==> src/rtl/branch_pkg.sv <==
`default_nettype none
// ============================================================================
// Module : branch_pkg
// Brief  : Shared branch-prediction types: predictor counter state, queue entry.
// Rev    : 1.0 - initial release
// ============================================================================
package branch_pkg;

    localparam int          BPQ_BHT_BITS              = 3;
    localparam int          BPQ_PHT_BITS              = 7;
    localparam logic [31:0] DEFAULT_DELAY_SLOT_OFFSET = 32'd8;

    typedef enum logic [1:0] {
        STRONG_NOT_TAKEN = 2'b00,
        WEAK_NOT_TAKEN   = 2'b01,
        WEAK_TAKEN       = 2'b10,
        STRONG_TAKEN     = 2'b11
    } predict_state_t;

    typedef struct packed {
        logic [31:0]             pc;
        logic [BPQ_BHT_BITS-1:0] bht_index;
        logic [BPQ_PHT_BITS-1:0] pht_index;
        logic                    pred_taken;
        logic [31:0]             pred_target;
    } bpq_entry_t;

endpackage
`default_nettype wire

==> src/rtl/bpq_storage.sv <==
`default_nettype none
// ============================================================================
// Module : bpq_storage
// Brief  : DEPTH-entry register array, write at tail, combinational read at head.
// Rev    : 1.0 - initial release
// ============================================================================
module bpq_storage
    import branch_pkg::*;
#(
    parameter int DEPTH    = 4,
    parameter int PTR_BITS = $clog2(DEPTH)
) (
    input  logic                clk,
    input  logic                wr_en,
    input  logic [PTR_BITS-1:0] wr_ptr,
    input  bpq_entry_t          wr_data,
    input  logic [PTR_BITS-1:0] rd_ptr,
    output bpq_entry_t          rd_data
);

    // Payload only; occupancy lives in the top, so no reset is needed here.
    bpq_entry_t mem [DEPTH];

    always_ff @(posedge clk) begin
        if (wr_en) begin
            mem[wr_ptr] <= wr_data;
        end
    end

    assign rd_data = mem[rd_ptr];

endmodule
`default_nettype wire

==> src/rtl/branch_resolve_queue.sv <==
`default_nettype none
// ============================================================================
// Module : branch_resolve_queue
// Brief  : In-order queue of predicted branches; trains predictor, flags redirects.
// Rev    : 1.0 - initial release
// ============================================================================
module branch_resolve_queue
    import branch_pkg::*;
#(
    parameter int          DEPTH             = 4,
    parameter int          BHT_INDEX_BITS    = 3,
    parameter int          PHT_INDEX_BITS    = 7,
    parameter logic [31:0] DELAY_SLOT_OFFSET = DEFAULT_DELAY_SLOT_OFFSET
) (
    input  logic                       clk,
    input  logic                       rst,
    input  logic                       enq_valid,
    output logic                       enq_ready,
    input  logic [31:0]                enq_pc,
    input  logic [BHT_INDEX_BITS-1:0]  enq_bht_index,
    input  logic [PHT_INDEX_BITS-1:0]  enq_pht_index,
    input  logic                       enq_pred_taken,
    input  logic [31:0]                enq_pred_target,
    input  logic                       res_valid,
    input  logic                       res_taken,
    input  logic [31:0]                res_target,
    output logic                       upd_valid,
    output logic [BHT_INDEX_BITS-1:0]  upd_bht_index,
    output logic [PHT_INDEX_BITS-1:0]  upd_pht_index,
    output logic                       upd_taken,
    output logic                       mispredict,
    output logic [31:0]                redirect_pc,
    output logic [$clog2(DEPTH):0]     count,
    output logic                       underflow_err
);

    localparam int PTR_BITS = $clog2(DEPTH);
    localparam int CNT_BITS = PTR_BITS + 1;
    localparam logic [CNT_BITS-1:0] FULL_COUNT = CNT_BITS'(DEPTH);

    // The entry struct has fixed field widths, so the index parameters must match it.
    generate
        if (BHT_INDEX_BITS != BPQ_BHT_BITS || PHT_INDEX_BITS != BPQ_PHT_BITS ||
            DEPTH < 2 || (DEPTH & (DEPTH - 1)) != 0) begin : g_param_check
            $error("branch_resolve_queue: unsupported parameter combination");
        end
    endgenerate

    logic [PTR_BITS-1:0] head;
    logic [PTR_BITS-1:0] tail;
    logic [CNT_BITS-1:0] next_count;
    bpq_entry_t          enq_entry;
    bpq_entry_t          head_entry;
    logic                empty;
    logic                pop;
    logic                push;
    logic                dir_miss;
    logic                tgt_miss;
    logic                miss;
    logic                flush;

    assign empty     = (count == '0);
    assign enq_ready = (count != FULL_COUNT);

    assign dir_miss = head_entry.pred_taken != res_taken;
    assign tgt_miss = head_entry.pred_taken && res_taken &&
                      (head_entry.pred_target != res_target);
    assign miss     = dir_miss || tgt_miss;

    assign pop   = res_valid && !empty;
    assign flush = pop && miss;
    // A pop in the same cycle frees the head slot, so a full queue may still accept.
    assign push  = enq_valid && (enq_ready || pop) && !flush;

    assign enq_entry = '{
        pc:          enq_pc,
        bht_index:   enq_bht_index,
        pht_index:   enq_pht_index,
        pred_taken:  enq_pred_taken,
        pred_target: enq_pred_target
    };

    bpq_storage #(
        .DEPTH    (DEPTH),
        .PTR_BITS (PTR_BITS)
    ) u_storage (
        .clk     (clk),
        .wr_en   (push),
        .wr_ptr  (tail),
        .wr_data (enq_entry),
        .rd_ptr  (head),
        .rd_data (head_entry)
    );

    always_comb begin
        next_count = count;
        case ({push, pop})
            2'b10:   next_count = count + CNT_BITS'(1);
            2'b01:   next_count = count - CNT_BITS'(1);
            default: next_count = count;
        endcase
    end

    always_ff @(posedge clk) begin
        if (rst) begin
            head          <= '0;
            tail          <= '0;
            count         <= '0;
            underflow_err <= 1'b0;
        end else begin
            if (flush) begin
                head  <= tail;
                count <= '0;
            end else begin
                if (push) tail <= tail + PTR_BITS'(1);
                if (pop)  head <= head + PTR_BITS'(1);
                count <= next_count;
            end
            if (res_valid && empty) underflow_err <= 1'b1;
        end
    end

    // Resolution results are single-cycle pulses; idle cycles drive zeros.
    always_ff @(posedge clk) begin
        if (rst) begin
            upd_valid     <= 1'b0;
            upd_bht_index <= '0;
            upd_pht_index <= '0;
            upd_taken     <= 1'b0;
            mispredict    <= 1'b0;
            redirect_pc   <= '0;
        end else begin
            upd_valid     <= pop;
            upd_bht_index <= pop ? head_entry.bht_index : '0;
            upd_pht_index <= pop ? head_entry.pht_index : '0;
            upd_taken     <= pop && res_taken;
            mispredict    <= flush;
            if (!pop)
                redirect_pc <= '0;
            else if (res_taken)
                redirect_pc <= res_target;
            else
                redirect_pc <= head_entry.pc + DELAY_SLOT_OFFSET;
        end
    end

endmodule
`default_nettype wire

==> config.mk <==
export PLATFORM = sky130hd
export DESIGN_NAME = branch_resolve_queue
export DESIGN_NICKNAME = d
export VERILOG_FILES = /design/src/rtl/branch_pkg.sv /design/src/rtl/bpq_storage.sv /design/src/rtl/branch_resolve_queue.sv
export SDC_FILE = /design/constraint.sdc
export NUM_CORES = 1
export LEC_CHECK = 0
export CAP_MARGIN = 20
export CORE_ASPECT_RATIO = 1.4
export CORE_UTILIZATION = 56
export DETAILED_ROUTE_END_ITERATION = 16
export PLACE_DENSITY = 0.86
export SKIP_LAST_GASP = 1
export SLEW_MARGIN = 0
export SYNTH_ARGS = -nofsm -noshare
export SYNTH_HDL_FRONTEND = slang
export SYNTH_SLANG_ARGS = --single-unit
==> constraint.sdc <==
create_clock -name clk -period 5.4 [get_ports clk]
set_input_delay 1.08 -clock clk [delete_from_list [all_inputs] [get_ports clk]]
set_output_delay 1.08 -clock clk [all_outputs]
set_load 0.01 [all_outputs]
; ---- Word level (Yosys, flattened, before mapping)
; Memory sizes are Yosys's and may differ from the RTL's. A register that Yosys moved wholly into a read port is not among the register bits.
; Index checks and enable logic that the tools add are counted.
[classes]
n_bitwise = 2
eq_ne = 5
mux = 8
addsub = 5
n_reduce_logical = 18
[op_table]
columns = operator, n
row1 = 32-bit by 4-bit adder with 32-bit output (second input constant), 1
row2 = 32-bit 2-to-1 mux, 1
row3 = 32-bit != test, 1
row4 = 1-bit logical AND, 8
row5 = 2-bit 2-to-1 mux, 4
row6 = 3-bit case mux with 2 select lines, 1
row7 = 2-bit by 1-bit adder with 2-bit output (second input constant), 2
row8 = 2-bit nonzero test, 2
row9 = 2-bit OR reduction, 2
row10 = 3-bit by 1-bit adder with 3-bit output (second input constant), 1
row11 = 3-bit logical NOT, 1
row12 = 3-bit != test (second input constant), 1
row13 = 3-bit by 1-bit subtractor with 3-bit output (second input constant), 1
row14 = 2-bit by 1-bit equality test with 1-bit output (second input constant), 1
row15 = 2-bit equality test (second input constant), 1
row16 = 1-bit logical NOT, 2
row17 = 1-bit logical OR, 2
row18 = 1-bit 2-to-1 mux, 2
row19 = 1-bit NOT, 2
row20 = 2-bit AND reduction, 1
row21 = 1-bit != test, 1
[word_totals]
mem_count = 1
inputBits = 112
ram_bits = 300
out_inout_bits = 50
register_bits = 53
[mem_list]
columns = memory, words, width, read_ports, rd_ports_with_merged_regs, write_ports, line_no
row1 = u_storage.mem, 4, 75, 1, 1, 1, bpq_storage.sv:22  ; bpq_entry_t mem [DEPTH];

; ---- Depth between registers and ports, before layout
[logic_depth]
depth_word = 8
ltp_mapped = 17

; ---- Modules after synthesis
; From an unflattened synthesis, not the netlist that was laid out.
[unflattened]
hier_cells = 719
hier_area_um2 = 13660.6
[modules_own_cells]
columns = mod, cells_per_inst, area_each_um2, n_inst
row1 = bpq_storage, 395, 10849.2, 1
row2 = branch_resolve_queue, 324, 2811.4, 1

; ---- Worst setup path before layout
; OpenSTA, ideal clock, no wires.
[synth_path]
path_type = reg2reg
startpoint = register with a tool-made name
endpoint = memory u_storage.mem[1][0] (netlist bit), enable pin
stages_incl_launch_ff = 10
arrival_time_ns = 4.487
slack_ns = 0.471
period_less_slack_ns = 4.929
cell_sequence = dfxtp_1 > buf_6 > buf_12 > buf_12 > buf_2 > buf_2 > mux4_2 > ha_1 > o31ai_4 > and2_1
[synth_rtl]
columns = element, line_no
row1 = "end, declared", bpq_storage.sv:22

==> results.md <==
* Run status: complete, no violations
* Category of the critical setup timing path: register to register
* Row count at 67
* Avg Synthesized Cell Area at around 19 um2
* Post-synthesis sequential area ratio at 73.7%
* Setup TNS at 0 ps
* Startpoint type of the worst setup path: register
* Total wire length after detailed routing at 31,600 um
* Final count of negative-setup-slack endpoints at 0
* Post-synthesis net count at 845
* Initial antenna violation count at 4
* CTS buffer count at 31
* Vias per cell at 6.03
* Fraction of the cycle the final worst path needs at 77.9%
* Clock tree from TritonCTS: built
* H-tree depth at 1
* End of the worst register-to-register path: u_storage.mem[3][49]
* Placer Congestion at 0.792
* Average detailed-routed wire length per instance at 25.5 um
* Fmax at 0.238 GHz
* Commonest cells after routing, fill and taps aside: 300 x sky130_fd_sc_hd__edfxtp_1, 161 x sky130_fd_sc_hd__clkdlybuf4s50_1, 75 x sky130_fd_sc_hd__mux4_2, 53 x sky130_fd_sc_hd__dfxtp_1, 43 x sky130_fd_sc_hd__xnor2_1
* Number of standard cells after synthesis at 725
* Sink count of the clock tree at 355
* Total routing usage reported by global routing at between 20% and 30%
* Fraction of final layout cells with drive strength greater than 1 at 16.2%
* Post-Place Cells at ~1,200
* Slowest CP cell: sky130_fd_sc_hd__and2_4
* CTS resizes at 0
* Highest routed layer: met4
* Final Instance Count excl. Fillers at 1,242
* Final global-route overflow total at 0
* Die area at 0.0251 mm2
* Routed met2 length at 16,200 um
* Layout Skew at 20.4 ps
* Count of different cell masters after synthesis at 50
* Final routed DRC violation total at 0
* Cell-by-cell trace of the critical path: buf_12 -> mux4_2 -> xnor2_1 -> nand4_1 -> nor4_1 -> a21boi_1 -> o31ai_4 -> and2_4 -> buf_4
* Req. time, crit path at 5670 ps
* # hold bufs at CTS at 0
* Areal power density over the cells at between 500 and 600 mW/mm2
* Launch instance of the worst min-delay path: underflow_err
* Via count of the first global-routing pass at 7,844
* Pin slew with the least headroom to its limit at 833 ps
* Hold endpoint: underflow_err
* Top fanout value on the critical path at 36
* Post-Syn Area at approximately 0.014 mm2
* Hold depth at 2
* Hold crit path type: register to register
* Peak per-stage delay on the critical path at 620 ps
* Most frequent standard cell in the layout excluding fill and tap cells: sky130_fd_sc_hd__edfxtp_1
* CTS max path bufs at 3
* Post-CTS setup buffer count at 0
* Maximum capacitance violations at 0
* Final net count at between 1,000 and 1,500
* Die boundary height at 187 um
* Number of search-and-repair iterations in the first detailed-routing pass at 5
* Yosys warning count at 0
* Synth-to-layout area growth at 21.9%
* Worst slew margin relative to its limit at 44.5%
* Number of slew-limit violations in the final report at 0
* Register bit total from synthesis at 355
* Pin count of the biggest net entering global routing at 56
* Time the final worst path needs with I/O delays and setup at 4210 ps
* Peak supply drop at 0.000321 V
* DRC marker count from the first detailed-route iteration at 723
* Setup slack, reg-to-reg at 1190 ps
* Starting density of the core at 57.2%
* CTS clock-pin slew for the worst setup and hold paths at 60 ps
* Via count at 7,487
* Pleak at 5.37 nW
* Wire length of the first global-routing pass at 47,000 um
* Dominant synthesized flop cell: sky130_fd_sc_hd__edfxtp_1
* Boundary Pins at 162
* Clock latency on the worst-skew pair at 570 ps
* Number of synthesized flops with an enable pin at 300
* Sum of net half-perimeters after detailed placement at 21,300 um
* RSZ-0062 raised after global routing: false
* Delay-heaviest family, CP: simple AND/OR/NAND/NOR gates
* Worst R2R Path Depth at 9
* Met3 wire len at 2360 um
* Final hold vios at 0
* Count of buffers inserted at the top-level ports at about 160
* Met1 WL at about 12,000 um
* Final antenna-violating net count at 0
* Data arrival time of the critical path at between 4000 and 5000 ps
* Buf+Inv Stages, Crit Path at 2
* CTS root buf: sky130_fd_sc_hd__clkbuf_16
* Post-synth ARST share at 0%
* Floorplan Core Area at ~0.024 mm2
* Kind of capture point of the worst setup path: register
* DIE WIDTH at 134 um
[synthesized netlist by cell type, types with 3 or more instances]
master                       n  area, um2
sky130_fd_sc_hd__nand2b_1    5       31.3
sky130_fd_sc_hd__mux2i_1     8       80.1
sky130_fd_sc_hd__nor2_1     37        139
sky130_fd_sc_hd__nand4_1    13       81.3
sky130_fd_sc_hd__and2_1      5       31.3
sky130_fd_sc_hd__a21oi_1    25        125
sky130_fd_sc_hd__a211oi_1    3       22.5
sky130_fd_sc_hd__dfxtp_1    55       1100
sky130_fd_sc_hd__mux4_2     75       1690
sky130_fd_sc_hd__buf_4       3       22.5
sky130_fd_sc_hd__xnor2_1    43        377
sky130_fd_sc_hd__o21ai_0    14       70.1
sky130_fd_sc_hd__clkbuf_1   15       56.3
sky130_fd_sc_hd__xor2_1     17        149
sky130_fd_sc_hd__nand2_1    22       82.6
sky130_fd_sc_hd__a31oi_1     3       18.8
sky130_fd_sc_hd__buf_1       3       11.3
sky130_fd_sc_hd__buf_2       5       25.0
sky130_fd_sc_hd__edfxtp_1  300       9010
sky130_fd_sc_hd__inv_1      10       37.5
sky130_fd_sc_hd__nor4_1      3       18.8
sky130_fd_sc_hd__nand3_1     7       35.0
sky130_fd_sc_hd__and3_1     12       75.1
sky130_fd_sc_hd__nor3_1      3       15.0
sky130_fd_sc_hd__ha_1        7       87.6
[area by class of cell]
type / instances / area [um2]
Tap cell: 310 / 388
Multi-Input combinational cell: 329 / 3390
Inverter: 11 / 41.3
Clock inverter: 21 / 158
Sequential cell: 355 / 10100
Clock buffer: 37 / 828
Timing Repair Buffer: 175 / 1780
Fill cell: 1493 / 7260
Antenna cell: 4 / 10.0
[state kept, by name, indices dropped and copies added (netlist names), named ones only]
signal and count:
mispredict 1, upd_taken 1, underflow_err 1, head 2
upd_bht_index 3, upd_pht_index 7, u_storage.mem 300, upd_valid 1
count 3, redirect_pc 32, tail 2
[per-stage QoR]
| step | area (um2) | setup slack (ps) | total power (W) | hold slack, ps | util (%) |
|---|---|---|---|---|---|
| 6_report | 16700 | 1190 | 0.00858 | 481 | 69.7 |
| 3_5_place_dp | 15700 | 1100 | 0.00648 | 469 | 65.5 |
| 2_1_floorplan | 13700 | 471 | 0.00561 | 491 | - |
| 5_1_grt | 16700 | 910 | 0.00892 | 500 | 69.7 |
| 3_3_place_gp | 15700 | 1130 | 0.00636 | 455 | 65.5 |
| 4_1_cts | 16700 | 1140 | 0.00862 | 485 | 69.7 |
[how the worst max path moves through the flow]
stage                   startpoint              endpoint  slack [ps]  depth (start not counted)
detailed placement  res_target[12]  u_storage.mem[2][57]        1100                          8
CTS                       register  u_storage.mem[0][12]        1140                          9
finish                    register  u_storage.mem[3][49]        1190                          9
global placement    res_target[13]  u_storage.mem[3][61]        1130                          8
floorplan                 register   u_storage.mem[1][0]         470                          9
global route              register              count[2]         910                         15
[tightest hold or removal path: cells and delay by family, from the launching register on]
| family | cells | cell delay [ps] |
|---|---|---|
| compound gates | 1 | 40 |
| flops | 1 | 330 |
| simple gates | 1 | 70 |
[power breakdown]
| part | switching (W) | total, W | internal, W |
|---|---|---|---|
| clock | 0.000985 | 0.00214 | 0.00115 |
| sequential | 0.000235 | 0.00390 | 0.00366 |
| combinational | 0.00138 | 0.00255 | 0.00116 |
[kinds of logic after synthesis]
family,count (synthesis),share of synthesized area (%)
XOR/XNOR,60,3.83
AO/OA/AOI/OAI,52,2.25
flip-flops,355,73.7
adder cells (fa/ha/maj),8,0.785
AND/OR/NAND/NOR,125,4.79
buffers and inverters,41,1.60
multiplexers,84,13.0
[routing by layer]
| layer | track usage (%) | up-vias |
|---|---|---|
| met5 | 0 | - |
| met4 | 12.3 | 0 |
| met3 | 4.34 | 78 |
| met2 | 43.5 | 408 |
| met1 | 32.8 | 3768 |
| li1 | - | 3233 |
Power figures use the tool's default switching activity.
